===== src/rtl/data_bus_pkg.sv =====
// Shared types and funct3 encodings for the data-memory bus adapter.
package data_bus_pkg;

    typedef enum logic [1:0] {
        ST_IDLE     = 2'd0,
        ST_REQ      = 2'd1,
        ST_WAIT_RSP = 2'd2,
        ST_DONE     = 2'd3
    } state_t;

    localparam logic [2:0] FMT_B  = 3'b000;
    localparam logic [2:0] FMT_H  = 3'b001;
    localparam logic [2:0] FMT_W  = 3'b010;
    localparam logic [2:0] FMT_BU = 3'b100;
    localparam logic [2:0] FMT_HU = 3'b101;

endpackage


===== src/rtl/data_bus_adapter_aligner.sv =====
// Combinational lane logic: byte enables and replicated store data on the way out,
// lane selection and sign/zero extension of the returned word on the way in.
module load_store_aligner
    import data_bus_pkg::*;
(
    input  logic [2:0]  format,
    input  logic [1:0]  addr_lo,
    input  logic [31:0] write_data,
    input  logic [31:0] read_word,
    output logic [3:0]  byte_enable,
    output logic [31:0] write_data_rep,
    output logic        misalign,
    output logic [31:0] load_data
);

    logic [7:0]  sel_byte;
    logic [15:0] sel_half;

    // Unsupported funct3 encodings are reported through misalign as well.
    always_comb begin
        byte_enable    = 4'b0000;
        write_data_rep = write_data;
        misalign       = 1'b0;
        case (format)
            FMT_B, FMT_BU: begin
                byte_enable    = 4'b0001 << addr_lo;
                write_data_rep = {4{write_data[7:0]}};
            end
            FMT_H, FMT_HU: begin
                byte_enable    = 4'b0011 << addr_lo;
                write_data_rep = {2{write_data[15:0]}};
                misalign       = addr_lo[0];
            end
            FMT_W: begin
                byte_enable = 4'b1111;
                misalign    = (addr_lo != 2'b00);
            end
            default: misalign = 1'b1;
        endcase
    end

    always_comb begin
        sel_byte  = read_word[8*addr_lo +: 8];
        sel_half  = addr_lo[1] ? read_word[31:16] : read_word[15:0];
        load_data = 32'd0;
        case (format)
            FMT_B:   load_data = {{24{sel_byte[7]}}, sel_byte};
            FMT_BU:  load_data = {24'd0, sel_byte};
            FMT_H:   load_data = {{16{sel_half[15]}}, sel_half};
            FMT_HU:  load_data = {16'd0, sel_half};
            FMT_W:   load_data = read_word;
            default: load_data = 32'd0;
        endcase
    end

endmodule


===== src/rtl/data_bus_adapter.sv =====
// Turns each core load/store into one valid/ready bus transaction, stalling the core
// until the response arrives, and reports misaligned, illegal or timed-out accesses.
module data_bus_adapter
    import data_bus_pkg::*;
#(
    parameter int TIMEOUT_CYCLES = 255
) (
    input  logic        clock,
    input  logic        reset,
    input  logic        core_read_enable,
    input  logic        core_write_enable,
    input  logic [31:0] core_address,
    input  logic [31:0] core_write_data,
    input  logic [2:0]  core_format,
    output logic [31:0] core_read_data,
    output logic        core_stall,
    output logic        core_fault,
    output logic        bus_valid,
    input  logic        bus_ready,
    output logic [31:0] bus_address,
    output logic        bus_write_enable,
    output logic [3:0]  bus_byte_enable,
    output logic [31:0] bus_write_data,
    input  logic        bus_rsp_valid,
    input  logic [31:0] bus_rsp_data
);

    localparam int CNT_W = $clog2(TIMEOUT_CYCLES + 1);

    state_t             state_q, state_d;
    logic [CNT_W-1:0]   cnt_q;
    logic               fault_q;
    logic [31:0]        addr_q;
    logic [2:0]         fmt_q;
    logic               we_q;
    logic [3:0]         be_q;
    logic [31:0]        wdata_q;
    logic [31:0]        rsp_q;

    logic [2:0]         fmt_sel;
    logic [1:0]         addr_lo_sel;
    logic [3:0]         al_be;
    logic [31:0]        al_wdata;
    logic               al_misalign;
    logic [31:0]        al_load;
    logic               req, illegal, timeout;

    // The aligner looks at the live request while idle and at the captured one afterwards.
    assign fmt_sel     = (state_q == ST_IDLE) ? core_format : fmt_q;
    assign addr_lo_sel = (state_q == ST_IDLE) ? core_address[1:0] : addr_q[1:0];

    load_store_aligner u_aligner (
        .format         (fmt_sel),
        .addr_lo        (addr_lo_sel),
        .write_data     (core_write_data),
        .read_word      (rsp_q),
        .byte_enable    (al_be),
        .write_data_rep (al_wdata),
        .misalign       (al_misalign),
        .load_data      (al_load)
    );

    assign req     = core_read_enable | core_write_enable;
    assign illegal = al_misalign | (core_read_enable & core_write_enable)
                   | (core_write_enable & core_format[2]);
    assign timeout = (cnt_q == CNT_W'(TIMEOUT_CYCLES - 1));

    always_comb begin
        state_d    = state_q;
        core_stall = 1'b0;
        bus_valid  = 1'b0;
        case (state_q)
            ST_IDLE: begin
                if (req) begin
                    core_stall = 1'b1;
                    state_d    = illegal ? ST_DONE : ST_REQ;
                end
            end
            ST_REQ: begin
                core_stall = 1'b1;
                bus_valid  = 1'b1;
                if (timeout)        state_d = ST_DONE;
                else if (bus_ready) state_d = ST_WAIT_RSP;
            end
            ST_WAIT_RSP: begin
                core_stall = 1'b1;
                if (bus_rsp_valid || timeout) state_d = ST_DONE;
            end
            default: state_d = ST_IDLE;
        endcase
        if (reset) begin
            core_stall = 1'b0;
            bus_valid  = 1'b0;
        end
    end

    always_ff @(posedge clock) begin
        if (reset) begin
            state_q <= ST_IDLE;
            cnt_q   <= '0;
            fault_q <= 1'b0;
        end else begin
            state_q <= state_d;
            if (state_q == ST_IDLE && req) begin
                fault_q <= illegal;
                cnt_q   <= '0;
            end else if (state_q == ST_REQ || state_q == ST_WAIT_RSP) begin
                cnt_q <= cnt_q + CNT_W'(1);
                // A response arriving on the last allowed cycle still wins.
                if (timeout && !(state_q == ST_WAIT_RSP && bus_rsp_valid))
                    fault_q <= 1'b1;
            end
        end
    end

    always_ff @(posedge clock) begin
        if (state_q == ST_IDLE && req) begin
            addr_q  <= core_address;
            fmt_q   <= core_format;
            we_q    <= core_write_enable;
            be_q    <= al_be;
            wdata_q <= al_wdata;
        end
        if (state_q == ST_WAIT_RSP && bus_rsp_valid)
            rsp_q <= bus_rsp_data;
    end

    assign bus_address      = bus_valid ? {addr_q[31:2], 2'b00} : 32'd0;
    assign bus_write_enable = bus_valid & we_q;
    assign bus_byte_enable  = bus_valid ? be_q : 4'd0;
    assign bus_write_data   = (bus_valid && we_q) ? wdata_q : 32'd0;

    assign core_fault     = (state_q == ST_DONE) && fault_q && !reset;
    assign core_read_data = ((state_q == ST_DONE) && !fault_q && !we_q && !reset)
                          ? al_load : 32'd0;

endmodule


===== config.mk =====
export PLATFORM = sky130hd
export DESIGN_NAME = data_bus_adapter
export DESIGN_NICKNAME = d
export VERILOG_FILES = /design/src/rtl/data_bus_pkg.sv /design/src/rtl/data_bus_adapter_aligner.sv /design/src/rtl/data_bus_adapter.sv
export SDC_FILE = /design/constraint.sdc
export NUM_CORES = 1
export LEC_CHECK = 0
export ABC_AREA = 1
export BUFFER_PORTS_ARGS = -buffer_cell sky130_fd_sc_hd__buf_2
export CORE_UTILIZATION = 35
export CTS_CLUSTER_DIAMETER = 120
export DETAILED_ROUTE_END_ITERATION = 7
export MAX_ROUTING_LAYER = met4
export PLACE_DENSITY_LB_ADDON = 0.12
export SLEW_MARGIN = 30
export SYNTH_ARGS = -nofsm -noshare
export SYNTH_HDL_FRONTEND = slang
export SYNTH_HIERARCHICAL = 1
export SYNTH_SLANG_ARGS = --single-unit

===== constraint.sdc =====
create_clock -name clock -period 6 [get_ports clock]
set_clock_uncertainty 0.1 [all_clocks]
set_input_delay 1.2 -clock clock [delete_from_list [all_inputs] [get_ports clock]]
set_output_delay 1.2 -clock clock [all_outputs]
set_load 0.1 [all_outputs]

### After elaboration in Yosys (flattened, before gate mapping)

Index checks and enable logic that the tools add are counted.
Widths: inputs -> output; s select.

| storage, ports and cells | value |
|---|---|
| logic and storage cells | 81 |
| output and inout bits | 104 |
| input bits | 105 |
| register bits after elaboration | 115 |

| operators by class | value |
|---|---|
| add/subtract/negate cells | 1 |
| bitwise gates (word level) | 6 |
| reduce and logical (&&, ||, !) cells | 26 |
| muxes and demuxes | 25 |
| equal/unequal tests | 11 |
| shifts and indexed selects | 3 |

Operator list:

| cell | count |
|---|---|
| $pmux 32 s5 | 1 |
| $mux 32 | 3 |
| $pmux 32 s2 | 1 |
| $shiftx 32x6->8 | 1 |
| $mux 16 | 1 |
| $mux 2 | 6 |
| $pmux 4 s3 | 1 |
| $logic_and 1x1->1 | 9 |
| $add 8x1->8 const B | 1 |
| $eq 8x8->1 const B | 1 |
| $reduce_or 2->1 | 4 |
| $mux 1 | 7 |
| $eq 3x3->1 const B | 2 |
| $pmux 2 s3 | 1 |
| $reduce_bool 2->1 | 3 |
| $eq 2x2->1 const B | 2 |
| $logic_not 1->1 | 4 |
| $mux 4 | 1 |
| $ne 2x2->1 const B | 2 |
| $shl 1x2->4 const A | 1 |
| $shl 2x2->4 const A | 1 |
| $and 1x1->1 | 3 |
| $eq 3x1->1 const B | 1 |
| $eq 3x2->1 const B | 1 |
| other kinds (11) | 14 |

### Longest topological paths before layout

Gate-level depths: netlist (run 1).

| depth | value |
|---|---|
| word-level depth | 10 |
| gate-level depth with buffers | 15 |
| mapped depth without buffers | 13 |

### Modules after synthesis

Netlist (run 1), hierarchy kept.

By module, submodules not included:

| module | sequential area each (um^2) | cells an instance | area an instance (um^2) | times used |
|---|---|---|---|---|
| data_bus_adapter | 3,343.2 | 423 | 4,719.5 | 1 |
| load_store_aligner | 0.0 | 308 | 1,308.8 | 1 |

### Worst setup path before layout (run 1)

Ideal clock, no wire load.

| timing path | value |
|---|---|
| path type | input to output |
| from | input core_format[1] |
| to | output core_read_data[16] |
| path buffers | 2 |
| data required time | 4.700 ns |
| data arrival time | 3.501 ns |
| stages on the path | 10 |
| setup slack | 1.199 ns |
| cell sequence | mux2_2 -> inv_2 -> buf_4 -> nand3_2 -> nor2_4 -> buf_4 -> nor2_1 -> nand2_1 -> inv_1 -> nor2_1 |

| on the way | value |
|---|---|
| cells in the longest elaborated chain, start to end | 4 |
| elaborated cells on any way between the ends | 8 |
| those cells by class | eq/ne: 4; mux: 3; reduce/logical: 1 |

Ends and longest elaborated chain:

| item | line | text |
|---|---|---|
| start, declared | data_bus_adapter.sv:14 | `input logic [2:0] core_format,` |
| $mux 3 (*) | data_bus_adapter.sv:49 | `assign fmt_sel = (state_q == ST_IDLE) ? core_format : fmt_q;` |
| $eq 3x2->1 (tied with other cells) | data_bus_adapter_aligner.sv:46 | `case (format)` |
| $pmux 32 s5 (*) | data_bus_adapter_aligner.sv:46 |  |
| via al_load[16] | data_bus_adapter.sv:45 | `logic [31:0] al_load;` |
| $mux 32 (*) | data_bus_adapter.sv:135 | `? al_load : 32'd0;` |
| end, declared | data_bus_adapter.sv:15 | `output logic [31:0] core_read_data,` |

The timed path passes the listed nets; every way through them passes the cells marked *.

### Worst setup path in the final report (run 1)

| timing path | value |
|---|---|
| from | register state_q[0] |
| to | output core_read_data[10] |

| on the way | value |
|---|---|
| cells in the longest elaborated chain, start to end | 5 |
| elaborated cells on any way between the ends | 16 |
| those cells by class | eq/ne: 5; shift: 1; mux: 5; reduce/logical: 5 |

Ends and longest elaborated chain:

| item | line | text |
|---|---|---|
| start, declared | data_bus_adapter.sv:30 | `state_t state_q, state_d;` |
| start signal, assigned | data_bus_adapter.sv:103 | `state_q <= state_d;` |
| $logic_not 2->1 (*) | data_bus_adapter.sv:50 | `assign addr_lo_sel = (state_q == ST_IDLE) ? core_address[1:0] : addr_q[1:0];` |
| $mux 2 (*) | data_bus_adapter.sv:50 |  |
| via addr_lo_sel[1] | data_bus_adapter.sv:41 | `logic [1:0] addr_lo_sel;` |
| $shiftx 32x6->8 or $mux 16 (tied branches) | data_bus_adapter_aligner.sv:43, data_bus_adapter_aligner.sv:44 |  |
| $pmux 32 s5 (*) | data_bus_adapter_aligner.sv:46 |  |
| via al_load[10] | data_bus_adapter.sv:45 |  |
| $mux 32 (*) | data_bus_adapter.sv:135 |  |

Marks and branches as above.

==> run summary, run 1 <==
The average routed wire per standard cell is 13.0 um. The clock passes through at most 2 buffers. The total core area is between 15000 and 20000 um2. The tree is rooted in a sky130_fd_sc_hd__clkbuf_16. The critical path goes through inv_1 -> ha_1 -> mux2_2 -> inv_2 -> nand2_1 -> nand2_1 -> nand2_1 -> nand2_1 -> nand2_1 -> nand2_1 -> inv_1 -> nor2_1 -> buf_2. The actual slew at the worst max-slew pin is around 800 ps. The flow ran to the end, and the final reports show no timing, DRC or antenna violations. The cell family contributing the most delay on the critical path is simple AND/OR/NAND/NOR gates. The library cells used most frequently in the layout, excluding fill and tap cells, are sky130_fd_sc_hd__buf_2, sky130_fd_sc_hd__nand2_1, sky130_fd_sc_hd__nor2_1. The source of the worst register-to-register timing path is state_q[0]$_SDFFE_PP0P_. The synthesized area per cell came out at roughly 8 um2. The HPWL after detailed placement is 10.7 mm.

The slowest stage of the critical path is the sky130_fd_sc_hd__mux2_2 cell. The post-synthesis cell type count came out at 35. The busiest layer in global routing is met2. The total clock buffers created by CTS is 17. The most prevalent standard cell on the critical path is sky130_fd_sc_hd__nand2_1. The number of buffers inserted by port buffering is about 210. The post-synthesis async set-or-reset flop share is 0.

The critical path startpoint category is a register. The effective utilization at floorplan came out at 0.361. The area growth from synthesis to layout came out at 28.4%. Along the worst hold path, the cell count comes to 1. The path with the worst hold slack has its endpoint at cnt_q[4]$_SDFFE_PP0P_.

The total overflow reported by the global router is 0. Before CTS, the worst setup slack after placement is between 1000 and 1500 ps. The static leakage came out at between 0.004 and 0.005 uW. In the finished design, the share of the clock period the worst path needs comes to 0.846. The most common cell after layout, fill and taps aside is sky130_fd_sc_hd__buf_2. The worst register-to-register path has a depth of 13. Max-cap violations in this run came to 0. For this run, the register share of the synthesized area comes to 0.555. The count of H-tree levels built during CTS is 4.

The gate count of the mapped netlist is about 730. The final routed DRC violation total is 0. The final hold violation count is 0. Headroom to the max-slew limit came out at 0.460. The via density per instance is 4.36.

The final net count came out at 1038. The largest stage delay on the critical path is roughly 500 ps. STA classifies the critical path endpoint as an output port.

The routability-driven placement congestion ratio is around 0.8. Derived from the worst setup path, the maximum achievable clock frequency is 0.197 GHz. The dominant synthesized flop cell is sky130_fd_sc_hd__edfxtp_1. The number of enable-type register cells in the synthesized netlist is 104. The sink count of the clock tree came out at ~120. Dividing total power by cell area gives a power density of 473 nW/um2.

TritonCTS built the clock tree. In the global route stage, overall resource usage came out at 0.180. In this run the count of I/O pins placed on the die edge is 209. The flop-to-flop setup slack is 2630 ps. Setup repair after global routing left no endpoint under its margin. The startpoint of the tightest hold check path is cnt_q[4]$_SDFFE_PP0P_. The endpoint identified for the worst register-to-register timing path is state_q[1]$_SDFFE_PP0P_.

The buffer count from post-CTS setup fixing is 0. Hold repair after CTS inserted 0 buffers. The Yosys step of the flow raised 6 warnings. The number of antenna violations at the first check in global routing came out at 0. The die is 133 um tall. The critical path required time came out at ~4700 ps. The critical path in this run is classified as register to output port. The final count of negative-setup-slack endpoints is 0. The worst-case IR drop observed on VDD is approximately 0.00023 V. The worst-case setup margin in the final layout is 923 ps. The count of filler cells inserted in the layout came out at between 1500 and 2000. The die is 133 um wide. The worst hold-check path type is register to register.

The die area is 17800 um2. After routing, the total negative slack on setup checks comes to 0 ps. The number of antenna diodes in the final layout is 0.

The maximum number of pins on one net before global-route repair is 40. The number of buffer and inverter instances along the worst setup path is 4. The number of cells upsized or downsized after cts is 0. The met2 usage came out at 0.283. Across all layers, the routed design uses between 5000 and 6000 vias.

The latest clock arrival within the worst-skew pair came out at between 400 and 500 ps. The top fanout value on the critical path is 25. The fraction of the core area covered by cells at the end of the flow is 0.464. The number of slew-limit violations in the final report is 0. Clock-pin slew was measured on the worst setup and hold paths at 50 ps. The detailed-route wire length came out at roughly 15 mm.

The clock period minus final worst setup slack came out at a little over 5000 ps. The first global-routing pass estimated 23.7 mm of wire. The synthesized design contains 115 register bits.

Data on the critical path arrives at its endpoint at 3780 ps. The initial DRC count came out at 281. The layout cell share with drive strength beyond 1 came out at 0.289.

The number of cell rows is 47. The length of the first detailed-routing pass in iterations came out at 4. The antenna violation net count after detailed routing is 0.

After synthesis the cells add up to between 6000 and 7000 um2. For this run, global-route usage on met3 was measured as 0.0441. The number of global-route vias before repair is 4660. For met1 alone, demand over resource in global routing was 0.221.
-- synthesized netlist by cell type, types with 2 or more instances --
| library cell | instances | area [um2] |
|---|---|---|
| sky130_fd_sc_hd__a21oi_1 | 9 | 45.0 |
| sky130_fd_sc_hd__buf_2 | 21 | 105 |
| sky130_fd_sc_hd__buf_4 | 12 | 90.1 |
| sky130_fd_sc_hd__clkbuf_1 | 3 | 11.3 |
| sky130_fd_sc_hd__clkinv_1 | 3 | 11.3 |
| sky130_fd_sc_hd__dfxtp_1 | 11 | 220 |
| sky130_fd_sc_hd__edfxtp_1 | 104 | 3120 |
| sky130_fd_sc_hd__ha_1 | 7 | 87.6 |
| sky130_fd_sc_hd__inv_1 | 146 | 548 |
| sky130_fd_sc_hd__inv_2 | 8 | 30.0 |
| sky130_fd_sc_hd__mux2_2 | 5 | 56.3 |
| sky130_fd_sc_hd__nand2_1 | 175 | 657 |
| sky130_fd_sc_hd__nand2_2 | 5 | 31.3 |
| sky130_fd_sc_hd__nand3_1 | 18 | 90.1 |
| sky130_fd_sc_hd__nand3_2 | 2 | 20.0 |
| sky130_fd_sc_hd__nand4_1 | 12 | 75.1 |
| sky130_fd_sc_hd__nor2_1 | 148 | 556 |
| sky130_fd_sc_hd__nor2_2 | 2 | 12.5 |
| sky130_fd_sc_hd__nor2_4 | 3 | 33.8 |
| sky130_fd_sc_hd__o211ai_1 | 5 | 37.5 |
| sky130_fd_sc_hd__o21ai_0 | 16 | 80.1 |
| sky130_fd_sc_hd__o21ai_1 | 3 | 15.0 |
-- worst reg2reg max path, cell delays in order, from the launching register on --
cell	delay (ps)
sky130_fd_sc_hd__dfxtp_1	340
sky130_fd_sc_hd__inv_1	110
sky130_fd_sc_hd__ha_1	400
sky130_fd_sc_hd__mux2_2	430
sky130_fd_sc_hd__inv_1	280
sky130_fd_sc_hd__nand3_1	450
sky130_fd_sc_hd__inv_1	440
sky130_fd_sc_hd__o21ai_0	160
sky130_fd_sc_hd__nand3_1	130
sky130_fd_sc_hd__nand3b_1	140
sky130_fd_sc_hd__a21oi_1	70
sky130_fd_sc_hd__nor2_1	130
sky130_fd_sc_hd__nor2_1	50
sky130_fd_sc_hd__nor2_1	70
-- report_power, final --
group | internal (uW) | switching, uW
sequential | 1180 | 64.2
combinational | 322 | 1120
clock | 606 | 364
total | 2110 | 1550
-- kinds of logic (layout without fill, tap and decap cells) --
kind of cell,count (synthesis),in the layout,share of synthesized area
AND/OR/NAND/NOR,371,371,0.252
flip-flops,115,115,0.555
AO/OA/AOI/OAI,37,37,0.0349
buffers and inverters,194,401,0.133
multiplexers,5,5,0.00934
XOR/XNOR,1,1,0.00145
other,1,2,0.000622
adder cells (fa/ha/maj),7,7,0.0145
-- state kept, by name, summed over array words and instances (netlist names) --
| name | cells |
|---|---|
| we_q | 1 |
| addr_q | 32 |
| cnt_q | 8 |
| fault_q | 1 |
| fmt_q | 3 |
| rsp_q | 32 |
| be_q | 4 |
| state_q | 2 |
| wdata_q | 32 |
-- routing by layer --
layer	part of all wire	up-vias	routed length, um
met5	0	-	0
met4	0.014	0	210
met3	0.063	16	949
met2	0.46	172	6950
met1	0.46	2254	6910
li1	-	2611	-
-- cell type report --
type | count | area (um2) | area share
Timing Repair Buffer | 212 | 1080 | 0.139
Multi-Input combinational cell | 423 | 1890 | 0.244
Clock buffer | 18 | 429 | 0.0554
Clock inverter | 14 | 140 | 0.0181
Tap cell | 220 | 275 | 0.0356
Sequential cell | 115 | 3340 | 0.432
Inverter | 157 | 589 | 0.0761
-- per-stage QoR --
| stage | power [uW] | area [um2] | hold WS (ps) | instances |
|---|---|---|---|---|
| 2_1_floorplan | 2420 | 6030 | 322 | 732 |
| 3_3_place_gp | 2720 | 7170 | 338 | 1127 |
| 3_5_place_dp | 2730 | 7170 | 346 | 1127 |
| 4_1_cts | 3710 | 7740 | 354 | 1159 |
| 5_1_grt | 3910 | 7740 | 369 | 1159 |
| 6_report | 3660 | 7740 | 351 | 1159 |
-- worst max-delay path by stage --
stage               cells past startpoint            endpoint  slack (ps)               startpoint
finish                                 13  core_read_data[10]         920  state_q[0]$_SDFFE_PP0P_
floorplan                              10  core_read_data[16]        1200           core_format[1]
detailed placement                     12  core_read_data[10]        1010          core_address[1]
global route                           13   core_read_data[8]         540  state_q[0]$_SDFFE_PP0P_
global placement                       12  core_read_data[24]        1050          core_address[1]
CTS                                    13  core_read_data[10]         890  state_q[0]$_SDFFE_PP0P_
(Power assumes the default switching activity.)
==> inputs of run 2 (changes only) <==
==> constraint.sdc (replaced) <==
create_clock -name clock -period 5 [get_ports clock]
set_clock_uncertainty 0.1 [all_clocks]
set_input_delay 1 -clock clock [delete_from_list [all_inputs] [get_ports clock]]
set_output_delay 1 -clock clock [all_outputs]
set_load 0.1 [all_outputs]
==> run 2 against run 1 <==
Register-to-register slack worse by 800 ps. Utilization up 3.0 points. Sequential share of layout area down 2.6 points. Die area unchanged. Global-route usage up 0.60 points. Critical path depth up 1. Clock-buffer cell count unchanged. Cell count up 0.35%. Worst hold slack better by 11 ps.
==> run summary, run 2 (synthesis results as in run 1) <==
The sink count of the clock tree is 115 (unchanged). The antenna violation net count after detailed routing was 0 (unchanged). The worst setup path is launched from a register. TritonCTS built the clock tree. The final hold violation count came out at 0 (unchanged). The total overflow reported by the global router is 0 (unchanged). The endpoint of the worst hold path is cnt_q[7]$_SDFFE_PP0P_. The number of cells on the worst reg-to-reg path is 13 (unchanged).

The first-pass GRT wire length is 24.5 mm (+3.2%). The largest registers in the layout are addr_q x32, rsp_q x32, wdata_q x32. The maximum number of pins on one net before global-route repair came out at 51 (+28%). The fraction of the cycle the final worst path needs is 0.926. Setup repair after global routing left no endpoint under its margin. The detailed-route wire length is 15.4 mm (+2.3%). The worst ir drop on vdd came to 0.000291 V (+27%).

The vertical die dimension is 133 um (unchanged). The placed wire-length estimate came out at 11.1 mm (+3.4%). The critical path capture point type is an output port. The number of buffers inserted by port buffering came out at 206 (unchanged). The count of H-tree levels built during CTS came out at 4 (unchanged). The clock period minus final worst setup slack is between 4000 and 5000 ps. The average routed wire per standard cell came out at 13.2 um (+1.9%). The routability-driven placement congestion ratio came to 0.812 (+4.5%). The total power draw was 4420 uW (+21%). The area growth from synthesis to layout is 36.7%.

The maximum operating frequency is 0.216 GHz. Routed signal wires occupy layers up through met4. The quantity of hold-fixing buffers added after cts came out at 0 (unchanged). The number of slew-limit violations in the final report is 0 (unchanged). The final-layout setup total negative slack came out at 0 ps (unchanged). The static leakage was 0.00414 uW (+2.7%). The class of the most critical setup path is register to output port. The I/O pin count came out at 209 (unchanged). The detailed-route via count came out at 5071 (+0.36%). The final net count is 1042 (+0.39%). The actual slew at the worst max-slew pin came out at 617 ps (-192 ps). The source of the worst register-to-register timing path is state_q[0]$_SDFFE_PP0P_.

The number of cells upsized or downsized after cts came out at 0 (unchanged). The total routing resource utilization after global routing is 0.186 (+0.00600). The number of global-route vias before repair is 4941 (+6.0%). The areal power density over the cells is 537 nW/um2 (+13%). The effective utilization at floorplan is 0.361 (unchanged). The top fanout value on the critical path came out at 25 (unchanged). The worst-case clock buffer depth came to 2 (unchanged). The total clock buffers created by CTS came out at 17 (unchanged). The worst hold path cell count was 2 (+1).

In the layout the commonest cells are sky130_fd_sc_hd__nand2_1, sky130_fd_sc_hd__buf_2, sky130_fd_sc_hd__nor2_1. The final routed DRC violation total came out at 0 (unchanged). The number of antenna violations at the first check in global routing is 1 (+1). The via density per instance is 4.36 (about the same). The startpoint of the tightest hold check path is cnt_q[7]$_SDFFE_PP0P_. The detailed route wirelength on metal2 is 7.29 mm (+5.0%). The buffer count from post-CTS setup fixing came out at 0 (unchanged). The number of violations of the max-capacitance limit is 0 (unchanged).

The critical path required time came out at 3900 ps (-800 ps). The layout cell share with drive strength beyond 1 came out at 0.291 (+0.00227). The flow ran to the end, and the final reports show no timing, DRC or antenna violations.

The initial DRC count came out at 251 (-11%). The number of cell rows came out at 47 (unchanged). The latest clock arrival within the worst-skew pair came to 410 ps (about the same). The sum of routed wire segments on met1 came out at 6.88 mm (-0.52%). The data arrival time of the critical path is 3530 ps (-250 ps).

The length of the first detailed-routing pass in iterations is 4 (unchanged). The final count of negative-setup-slack endpoints is 0 (unchanged). The register clock-pin slew on the reported worst setup and hold paths came out at 50 ps (about the same). The tightest min-delay check is of the register to register type. The total core area was 16700 um2 (unchanged). The die area came out at 17800 um2 (unchanged). The remaining max-slew budget at the tightest pin is 0.589 (+0.129).

The tree is rooted in a sky130_fd_sc_hd__clkbuf_16. The wire length on met3 is 1.07 mm (+13%). The x dimension of the die is 133 um (unchanged). The worst flop-to-flop path endpoint is state_q[1]$_SDFFE_PP0P_. The flop-to-flop setup slack came out at 1830 ps (-800 ps).
run 2: cell types whose count changed in the layout (fill, tap and decap cells not counted), sizes merged:
cell      previous run  this run
diode                0         1
inv                154       156
clkinvlp             6         2
buf                212       216
clkinv               9        10
run 2: layout make-up:
type / count / area [um2]
clock inverter: 13 / 136
clock buffer: 18 / 429
timing repair buffer: 216 / 1570
fill: 1652 / 8460
tap: 220 / 275
inverter: 157 / 592
sequential: 115 / 3340
antenna: 1 / 2.50
multi-input combinational: 423 / 1890
run 2: through the flow:
stage	hold slack (ps)	instances	setup WS, ps	utilization	area (um2)
after floorplan	322	732	599	-	6030
after global placement	340	1131	749	0.459	7670
after detailed placement	353	1131	673	0.459	7670
after CTS	360	1162	350	0.493	8240
after global routing	398	1163	30.5	0.493	8240
final	362	1163	371	0.493	8240
run 2: where the power goes:
group / switching [uW] / internal (uW) / total, uW
registers: 78.1 / 1420 / 1500
logic: 1360 / 410 / 1770
clock network: 423 / 728 / 1150
run 2: routing by layer:
layer  vias to the layer above  GRT usage
li1                       2631          -
met1                      2269      0.226
met2                       163      0.296
met3                         8     0.0525
met4                         0     0.0612
met5                         -          -
run 2: worst max-delay path: stages, from the launching register on:
cell and delay [ps]:
sky130_fd_sc_hd__dfxtp_1 340, sky130_fd_sc_hd__inv_1 120, sky130_fd_sc_hd__ha_1 390, sky130_fd_sc_hd__mux2_2 510, sky130_fd_sc_hd__inv_2 350, sky130_fd_sc_hd__nand2_1 100, sky130_fd_sc_hd__nand2_1 90, sky130_fd_sc_hd__nand2_1 50
sky130_fd_sc_hd__nand2_1 70, sky130_fd_sc_hd__nand2_1 260, sky130_fd_sc_hd__buf_4 290, sky130_fd_sc_hd__nand2_1 70, sky130_fd_sc_hd__inv_1 40, sky130_fd_sc_hd__nor2_1 200, sky130_fd_sc_hd__buf_12 210
run 2: worst max path at each step:
stage / cells past startpoint / slack [ps] / endpoint / start
6_report: 14 / 370 / core_read_data[14] / state_q[0]$_SDFFE_PP0P_
2_1_floorplan: 10 / 600 / core_read_data[16] / core_format[1]
5_1_grt: 14 / 30 / core_read_data[14] / state_q[0]$_SDFFE_PP0P_
3_3_place_gp: 13 / 750 / core_read_data[14] / core_address[1]
3_5_place_dp: 13 / 670 / core_read_data[14] / core_address[1]
4_1_cts: 14 / 350 / core_read_data[14] / state_q[0]$_SDFFE_PP0P_
